`config.mk`:
```
export PLATFORM = sky130hd
export DESIGN_NAME = savestate_sched_flat
export DESIGN_NICKNAME = d
export VERILOG_FILES = /design/src/rtl/savestate_sched_if.sv /design/src/rtl/savestate_sched.sv /design/src/flat_wrapper.sv
export SDC_FILE = /design/constraint.sdc
export NUM_CORES = 1
export LEC_CHECK = 0
export CAP_MARGIN = 20
export CORE_UTILIZATION = 30
export CTS_BUF_LIST = sky130_fd_sc_hd__clkbuf_16
export CTS_CLUSTER_SIZE = 25
export DETAILED_ROUTE_END_ITERATION = 10
export GPL_TIMING_DRIVEN = 0
export PLACE_DENSITY = 0.46
export SLEW_MARGIN = 15
export SYNTH_ARGS = -nofsm -noshare
export SYNTH_HDL_FRONTEND = slang
export SYNTH_SLANG_ARGS = --single-unit
```
`constraint.sdc`:
```
create_clock -name clk -period 2.3 [get_ports clk]
set_clock_uncertainty 0.2 [all_clocks]
set_input_delay 0.46 -clock clk [delete_from_list [all_inputs] [get_ports clk]]
set_output_delay 0.46 -clock clk [all_outputs]
set_load 0.01 [all_outputs]
```
`src/rtl/savestate_sched_if.sv`:
```
// Handshake bundle between the savestate scheduler and its UI, rewind logic,
// emulated core and savestate engine.
interface savestate_sched_if;
  logic       allow_ss;
  logic       ui_save;
  logic       ui_load;
  logic [1:0] ui_slot;
  logic       rewind_enable;
  logic       rewind_req;
  logic       core_pause_req;
  logic       core_paused;
  logic       eng_start;
  logic       eng_load;
  logic [2:0] eng_slot;
  logic       eng_done;
  logic       eng_error;
  logic       busy;
  logic       info_req;
  logic [7:0] info_code;
  logic [2:0] rewind_depth;

  modport slave (
    input  allow_ss, ui_save, ui_load, ui_slot, rewind_enable, rewind_req,
    input  core_paused, eng_done, eng_error,
    output core_pause_req, eng_start, eng_load, eng_slot,
    output busy, info_req, info_code, rewind_depth
  );

  modport master (
    output allow_ss, ui_save, ui_load, ui_slot, rewind_enable, rewind_req,
    output core_paused, eng_done, eng_error,
    input  core_pause_req, eng_start, eng_load, eng_slot,
    input  busy, info_req, info_code, rewind_depth
  );
endinterface

```
`src/rtl/savestate_sched.sv`:
```
// Savestate scheduler: arbitrates user, rewind-capture and rewind-load requests,
// pauses the core around each engine operation and tracks a 4-entry rewind ring.
module savestate_sched #(
  parameter int TIMEOUT_BITS       = 24,
  parameter int REWIND_PERIOD_BITS = 22
) (
  input  logic             clk,
  input  logic             reset_n,
  savestate_sched_if.slave bus
);

  typedef enum logic [2:0] {
    S_IDLE,
    S_PAUSE,
    S_START,
    S_WAIT,
    S_RESUME
  } state_t;

  typedef enum logic [1:0] {
    OP_USER,
    OP_CAP,
    OP_RWD
  } op_t;

  localparam logic [7:0] INFO_USER_BASE = 8'd6;
  localparam logic [7:0] INFO_ERROR     = 8'd12;
  localparam logic [7:0] INFO_TIMEOUT   = 8'd13;
  localparam logic [7:0] INFO_RWD_LOAD  = 8'd14;
  localparam logic [7:0] INFO_RWD_EMPTY = 8'd15;

  state_t                        r_state;
  op_t                           r_op;
  logic                          r_upend;
  logic                          r_cpend;
  logic                          r_rpend;
  logic [1:0]                    r_uslot;
  logic                          r_uload;
  logic [1:0]                    r_op_uslot;
  logic                          r_op_uload;
  logic [REWIND_PERIOD_BITS-1:0] r_cap_cnt;
  logic [TIMEOUT_BITS-1:0]       r_wd;
  logic [1:0]                    r_wr_ptr;
  logic [2:0]                    r_depth;
  logic                          r_rwd_q;
  logic                          r_pause_req;
  logic                          r_eng_start;
  logic                          r_eng_load;
  logic [2:0]                    r_eng_slot;
  logic                          r_busy;
  logic                          r_info_req;
  logic [7:0]                    r_info_code;

  logic                          w_idle;
  logic                          w_ui_req;
  logic                          w_cap_en;
  logic [REWIND_PERIOD_BITS-1:0] w_cap_cnt_nxt;
  logic                          w_cap_tick;
  logic [TIMEOUT_BITS-1:0]       w_wd_nxt;
  logic                          w_wd_expire;
  logic                          w_rwd_rise;
  logic                          w_ring_clr;
  logic                          w_flags_drop;
  logic                          w_u_eff;
  logic                          w_r_eff;
  logic                          w_c_eff;
  logic [1:0]                    w_ptr_prev;
  logic [2:0]                    w_depth_inc;
  logic [7:0]                    w_user_code;

  assign w_idle        = (r_state == S_IDLE);
  assign w_ui_req      = bus.allow_ss & (bus.ui_save | bus.ui_load);
  assign w_cap_en      = bus.rewind_enable & bus.allow_ss;
  assign w_cap_cnt_nxt = r_cap_cnt + 1'b1;
  assign w_cap_tick    = w_cap_en & w_cap_cnt_nxt[REWIND_PERIOD_BITS-1];
  assign w_wd_nxt      = r_wd + 1'b1;
  assign w_wd_expire   = w_wd_nxt[TIMEOUT_BITS-1];
  assign w_rwd_rise    = bus.rewind_req & ~r_rwd_q & bus.rewind_enable;
  assign w_ring_clr    = w_idle & ~bus.rewind_enable;
  assign w_flags_drop  = w_idle & ~bus.allow_ss;

  // A rewind load is only eligible while the ring actually holds an entry.
  assign w_u_eff     = r_upend & bus.allow_ss;
  assign w_r_eff     = r_rpend & bus.allow_ss & bus.rewind_enable & (r_depth != 3'd0);
  assign w_c_eff     = r_cpend & bus.allow_ss & bus.rewind_enable;
  assign w_ptr_prev  = r_wr_ptr - 2'd1;
  assign w_depth_inc = (r_depth >= 3'd4) ? 3'd4 : r_depth + 3'd1;
  assign w_user_code = INFO_USER_BASE + {5'd0, r_op_uslot, r_op_uload};

  always_ff @(posedge clk or negedge reset_n) begin
    if (!reset_n) begin
      r_state     <= S_IDLE;
      r_op        <= OP_USER;
      r_upend     <= 1'b0;
      r_cpend     <= 1'b0;
      r_rpend     <= 1'b0;
      r_uslot     <= 2'd0;
      r_uload     <= 1'b0;
      r_op_uslot  <= 2'd0;
      r_op_uload  <= 1'b0;
      r_cap_cnt   <= '0;
      r_wd        <= '0;
      r_wr_ptr    <= 2'd0;
      r_depth     <= 3'd0;
      r_rwd_q     <= 1'b0;
      r_pause_req <= 1'b0;
      r_eng_start <= 1'b0;
      r_eng_load  <= 1'b0;
      r_eng_slot  <= 3'd0;
      r_busy      <= 1'b0;
      r_info_req  <= 1'b0;
      r_info_code <= 8'd0;
    end else begin
      r_eng_start <= 1'b0;
      r_info_req  <= 1'b0;
      r_rwd_q     <= bus.rewind_req;

      // Depth-0 warning is written first so a same-cycle result overrides it.
      if (w_rwd_rise && (r_depth == 3'd0)) begin
        r_info_req  <= 1'b1;
        r_info_code <= INFO_RWD_EMPTY;
      end

      case (r_state)
        S_IDLE: begin
          if (w_u_eff || w_r_eff || w_c_eff) begin
            r_state     <= S_PAUSE;
            r_pause_req <= 1'b1;
            r_busy      <= 1'b1;
            r_wd        <= '0;
            if (w_u_eff) begin
              r_op       <= OP_USER;
              r_op_uslot <= r_uslot;
              r_op_uload <= r_uload;
              r_upend    <= 1'b0;
            end else if (w_r_eff) begin
              r_op    <= OP_RWD;
              r_rpend <= 1'b0;
            end else begin
              r_op    <= OP_CAP;
              r_cpend <= 1'b0;
            end
          end
        end

        S_PAUSE: begin
          if (bus.core_paused) begin
            r_state     <= S_START;
            r_wd        <= '0;
            r_eng_start <= 1'b1;
            case (r_op)
              OP_USER: begin
                r_eng_load <= r_op_uload;
                r_eng_slot <= {1'b0, r_op_uslot};
              end
              OP_CAP: begin
                r_eng_load <= 1'b0;
                r_eng_slot <= {1'b1, r_wr_ptr};
              end
              default: begin
                r_eng_load <= 1'b1;
                r_eng_slot <= {1'b1, w_ptr_prev};
              end
            endcase
          end else if (w_wd_expire) begin
            r_state     <= S_RESUME;
            r_pause_req <= 1'b0;
            r_wd        <= '0;
            r_info_req  <= 1'b1;
            r_info_code <= INFO_TIMEOUT;
          end else begin
            r_wd <= w_wd_nxt;
          end
        end

        S_START: begin
          r_state <= S_WAIT;
          r_wd    <= '0;
        end

        S_WAIT: begin
          if (bus.eng_done || bus.eng_error) begin
            r_state     <= S_RESUME;
            r_pause_req <= 1'b0;
            r_wd        <= '0;
            if (bus.eng_error) begin
              r_info_req  <= 1'b1;
              r_info_code <= INFO_ERROR;
            end else begin
              case (r_op)
                OP_USER: begin
                  r_info_req  <= 1'b1;
                  r_info_code <= w_user_code;
                end
                OP_CAP: begin
                  r_wr_ptr <= r_wr_ptr + 2'd1;
                  r_depth  <= w_depth_inc;
                end
                default: begin
                  r_wr_ptr    <= w_ptr_prev;
                  r_depth     <= r_depth - 3'd1;
                  r_info_req  <= 1'b1;
                  r_info_code <= INFO_RWD_LOAD;
                end
              endcase
            end
          end else if (w_wd_expire) begin
            r_state     <= S_RESUME;
            r_pause_req <= 1'b0;
            r_wd        <= '0;
            r_info_req  <= 1'b1;
            r_info_code <= INFO_TIMEOUT;
          end else begin
            r_wd <= w_wd_nxt;
          end
        end

        S_RESUME: begin
          if (!bus.core_paused) begin
            r_state    <= S_IDLE;
            r_busy     <= 1'b0;
            r_eng_load <= 1'b0;
            r_eng_slot <= 3'd0;
          end
        end

        default: r_state <= S_IDLE;
      endcase

      if (w_rwd_rise && (r_depth != 3'd0)) begin
        r_rpend <= 1'b1;
      end

      if (w_flags_drop) begin
        r_upend <= 1'b0;
        r_cpend <= 1'b0;
        r_rpend <= 1'b0;
      end

      // Ring maintenance is deferred to IDLE so an in-flight capture still lands.
      if (w_ring_clr) begin
        r_cpend   <= 1'b0;
        r_rpend   <= 1'b0;
        r_cap_cnt <= '0;
        r_wr_ptr  <= 2'd0;
        r_depth   <= 3'd0;
      end else if (w_idle && (r_depth == 3'd0)) begin
        r_rpend <= 1'b0;
      end

      if (w_ui_req) begin
        r_upend <= 1'b1;
        r_uslot <= bus.ui_slot;
        r_uload <= bus.ui_load;
      end

      if (w_cap_tick) begin
        r_cap_cnt <= '0;
        r_cpend   <= 1'b1;
      end else if (w_cap_en) begin
        r_cap_cnt <= w_cap_cnt_nxt;
      end
    end
  end

  assign bus.core_pause_req = r_pause_req;
  assign bus.eng_start      = r_eng_start;
  assign bus.eng_load       = r_eng_load;
  assign bus.eng_slot       = r_eng_slot;
  assign bus.busy           = r_busy;
  assign bus.info_req       = r_info_req;
  assign bus.info_code      = r_info_code;
  assign bus.rewind_depth   = r_depth;

endmodule

```
`src/flat_wrapper.sv`:
```
// flat-port wrapper written by rule: the top's interface ports become plain ports
module savestate_sched_flat 
#(
  parameter int TIMEOUT_BITS       = 24,
  parameter int REWIND_PERIOD_BITS = 22
)
  (clk, reset_n, bus_allow_ss, bus_ui_save, bus_ui_load, bus_ui_slot, bus_rewind_enable, bus_rewind_req, bus_core_paused, bus_eng_done, bus_eng_error, bus_core_pause_req, bus_eng_start, bus_eng_load, bus_eng_slot, bus_busy, bus_info_req, bus_info_code, bus_rewind_depth);
  savestate_sched_if bus_i ();
  input  logic clk;
  input  logic reset_n;
  input wire logic [$bits(bus_i.allow_ss)-1:0] bus_allow_ss;
  input wire logic [$bits(bus_i.ui_save)-1:0] bus_ui_save;
  input wire logic [$bits(bus_i.ui_load)-1:0] bus_ui_load;
  input wire logic [$bits(bus_i.ui_slot)-1:0] bus_ui_slot;
  input wire logic [$bits(bus_i.rewind_enable)-1:0] bus_rewind_enable;
  input wire logic [$bits(bus_i.rewind_req)-1:0] bus_rewind_req;
  input wire logic [$bits(bus_i.core_paused)-1:0] bus_core_paused;
  input wire logic [$bits(bus_i.eng_done)-1:0] bus_eng_done;
  input wire logic [$bits(bus_i.eng_error)-1:0] bus_eng_error;
  output wire logic [$bits(bus_i.core_pause_req)-1:0] bus_core_pause_req;
  output wire logic [$bits(bus_i.eng_start)-1:0] bus_eng_start;
  output wire logic [$bits(bus_i.eng_load)-1:0] bus_eng_load;
  output wire logic [$bits(bus_i.eng_slot)-1:0] bus_eng_slot;
  output wire logic [$bits(bus_i.busy)-1:0] bus_busy;
  output wire logic [$bits(bus_i.info_req)-1:0] bus_info_req;
  output wire logic [$bits(bus_i.info_code)-1:0] bus_info_code;
  output wire logic [$bits(bus_i.rewind_depth)-1:0] bus_rewind_depth;
  assign bus_i.allow_ss = bus_allow_ss;
  assign bus_i.ui_save = bus_ui_save;
  assign bus_i.ui_load = bus_ui_load;
  assign bus_i.ui_slot = bus_ui_slot;
  assign bus_i.rewind_enable = bus_rewind_enable;
  assign bus_i.rewind_req = bus_rewind_req;
  assign bus_i.core_paused = bus_core_paused;
  assign bus_i.eng_done = bus_eng_done;
  assign bus_i.eng_error = bus_eng_error;
  assign bus_core_pause_req = bus_i.core_pause_req;
  assign bus_eng_start = bus_i.eng_start;
  assign bus_eng_load = bus_i.eng_load;
  assign bus_eng_slot = bus_i.eng_slot;
  assign bus_busy = bus_i.busy;
  assign bus_info_req = bus_i.info_req;
  assign bus_info_code = bus_i.info_code;
  assign bus_rewind_depth = bus_i.rewind_depth;
  savestate_sched #(.TIMEOUT_BITS(TIMEOUT_BITS), .REWIND_PERIOD_BITS(REWIND_PERIOD_BITS)) u_core (.clk(clk), .reset_n(reset_n), .bus(bus_i));
endmodule
```
==> run metrics <==
Post-Route M1 WL=5853 um; port bufs=29; TritonCTS clock tree=yes; Post-synth EDFFs=0; initial antenna violation count=0; Final Wtd Congestion=0.7712; Post-Syn Area=4389 um^2; Min-Delay Path Class=reg -> reg; worst-case clock buffer depth=2; diode count=0; Gate Count Post-Synth=462; multiplexer area fraction after synthesis=2.480%; initial core utilization=31.14%; clk_lat worst skew=340 ps; Reg power frac=35.5%; Non-Filler Instances=699; Vias=3763; share of the yosys chip area belonging to registers=45.61%; leading area contributor after synthesis=dfrtp_1; first-pass GRT wire length=18730 um; dominant synthesized flop cell=dfrtp_1; placed insts=672; run status=complete, no violations; top sig layer=met4; Pre-antenna DRT Iters=6; data required time of the critical path=2330 ps; Final Cell Area=5445 um^2; routed length on met3=386 um; total wire length=11440 um; worst slew pin tran=610.7 ps; FMAX=451.3 MHz; DP Area=4922 um^2; Synth top area share=45.61%; endpoints failing setup=0; P_int=3382 uW; die width=123.0 um; compound-cell area share of the yosys netlist=20.32%; WL/cell=16.36 um; grt ovf=0; Die H=123.0 um; count of cell types in the netlist=67; Post-Synth Simple-Gate Area=24.06%; DRC=0; Total Nets Final=533; Max Cap Violations=0; htree depth=3; Reg-to-Reg Start=u_core.r_cap_cnt[0]; crit path from=u_core.r_cap_cnt[0]; Clk network pwr share=25.7%; pwr dens=986.3 nW/um^2; Max FO, Critical Path=10; Synth Area in Adders=1.710%; ratio of cells with drive above 1 in the final layout=16.18%; critical path type=reg -> reg; Total GRT Usage=16.41%; cell row count=43; Hold Crit Start=u_core.r_wd[16]; fin crit period=2216 ps; root buffer cell=clkbuf_16; Switching Share=37.03%; Worst slew margin=58.98%; Antenna Nets Post-Route=0; cells taking the most area after synthesis=dfrtp_1 (46%), nand2_1 (4.1%), nand3_1 (3.5%); Ports=31; Slew Limit Fails=0; #FFs+latches synth=80; nature of the critical path endpoint=register; final period utilization=96.35%; hpwl dp=7863 um; largest family of logic cells by synthesized area=simple AND/OR/NAND/NOR gates; ys async rst share=100.0%; Core ar.=14100 um^2; Max VDD drop=0.5063 mV; clock sink count=80; combinational share of power=38.8%; Iter 0 DRT Violations=201; vias in the first global route=3644; met2 WL post-DR=5060 um; Synthesis Warnings=0; largest net degree at the start of global routing=43; element type at the critical path start=register; net count after synthesis=480; NetSw=1989 uW; xor/xnor cell area share of the yosys netlist=1.995%; clk slew on worst S/H paths=60 ps; Worst EP arrival=2250 ps; Num CTS Buffers=9; drt via density=5.383; Fillers=1415; Hold Fails Final Rpt=0; die area=15120 um^2; Syn Area/Cell=9.500 um^2; Pleak=0.002298 uW; area grow syn2layout=24.06%
## cells in the mapped netlist, types with 4 or more instances
cell / count
a211o_1: 6
a211oi_2: 4
a21oi_1: 26
a22o_1: 4
a31oi_1: 23
and2_1: 8
and3_1: 9
buf_2: 6
clkbuf_1: 11
dfrtp_1: 80
ha_1: 6
inv_1: 13
mux2_2: 7
nand2_1: 48
nand2b_1: 5
nand3_1: 31
nand4_1: 12
nor2_1: 25
nor2b_1: 4
nor3_1: 13
nor3_2: 6
o21ai_0: 21
o21ai_1: 7
o22a_1: 5
o31ai_1: 11
or3_1: 4
xnor2_1: 5
xor2_1: 5
## path summary, 6_finish.rpt
| check | end | slack, ps | cells after the start |
|---|---|---|---|
| max | u_core.r_cap_cnt[0] | 80 | 6 |
| min | u_core.r_wd[16] | 290 | 1 |
| max reg2reg | u_core.r_cap_cnt[0] | 80 | 6 |
| min reg2reg | u_core.r_wd[16] | 290 | 1 |
| max in group asynchronous | u_core.r_cap_cnt[11] | 830 | 3 |
| min in group asynchronous | u_core.bus.eng_slot[1] | 460 | 2 |
## state kept, by name (all words and copies together) (netlist names)
name and cells:
u_core.bus.busy 1, u_core.bus.core_pause_req 1, u_core.bus.eng_load 1, u_core.bus.eng_slot 3
u_core.bus.eng_start 1, u_core.bus.info_code 8, u_core.bus.info_req 1, u_core.bus.rewind_depth 3
u_core.r_cap_cnt 21, u_core.r_cpend 1, u_core.r_op 2, u_core.r_op_uload 1
u_core.r_op_uslot 2, u_core.r_rpend 1, u_core.r_rwd_q 1, u_core.r_state 3
u_core.r_uload 1, u_core.r_upend 1, u_core.r_uslot 2, u_core.r_wd 23
u_core.r_wr_ptr 2
## critical path, stage by stage, from the launching register on
cell and delay, ps:
dfrtp_1 440, buf_4 150, nand4_1 230, nor4_4 420
a31oi_4 180, clkbuf_4 220, mux2_2 260
## cells in the final DEF, fill, tap and decap left out, types with 11 or more instances in the layout
cell,count
nand2_1,47
dfrtp_1,80
nor3_1,11
buf_4,14
nand4_1,12
nor2_1,24
a31oi_1,22
inv_1,13
o21ai_0,21
o31ai_1,11
a21oi_1,26
nand3_1,31
clkdlybuf4s50_1,26
## what timing repair did
| action | 4_1_cts | 5_1_grt |
|---|---|---|
| pin swaps | 1 | 5 |
| hold endpoints to repair | 41 | 0 |
| endpoints found under the setup margin | 30 | 38 |
| hold buffers | 1 | 0 |
| setup buffers | 1 | 11 |
| gates resized for setup | 14 | 19 |
## logic make-up after synthesis
| group | count (synthesis) |
|---|---|
| AND/OR/NAND/NOR | 188 |
| AO/OA/AOI/OAI | 133 |
| flip-flops | 80 |
| buffers and inverters | 35 |
| XOR/XNOR | 10 |
| multiplexers | 10 |
| adder cells (fa/ha/maj) | 6 |
## power groups by stage
stage | Combinational [uW] | Clock, uW | Sequential [uW]
finish | 2080 | 1380 | 1910
detailed placement | 1850 | 0 | 1920
floorplan | 1150 | 0 | 1920
global placement | 1830 | 0 | 1920
global route | 2310 | 1500 | 1960
CTS | 1950 | 1430 | 1900
## cell type report
type                    count  area [um^2]  area share, %
multi-input cells         347         2349          43.13
well taps                 180        225.2          4.136
plain buffers              20        127.6          2.344
clock buffers               9        225.2          4.136
repair buffers             43        412.9          7.583
flip-flops and latches     80         2002          36.76
clock inverters             6        51.30         0.9421
inverters                  14        52.55         0.9651
## per-stage QoR
stage	hold WS [ps]	setup TNS [ps]	utilization, %	setup slack [ps]	total power [uW]
global route	317.4	-8.578	38.63	-5.012	5759
finish	290.9	0	38.63	83.97	5371
global placement	268.6	-221160	34.80	-2522	3745
CTS	295.1	0	37.39	1.425	5283
floorplan	-35.59	0	-	9.045	3071
detailed placement	279.8	-19680	34.92	-670.4	3773
## metal layers
metal | global-route usage [%] | vias up
met2 | 24.58 | 50
li1 | - | 1841
met4 | 5.030 | 0
met5 | 0 | -
met3 | 4.428 | 10
met1 | 22.95 | 1862
No activity file was read; power rests on OpenSTA's default activity.
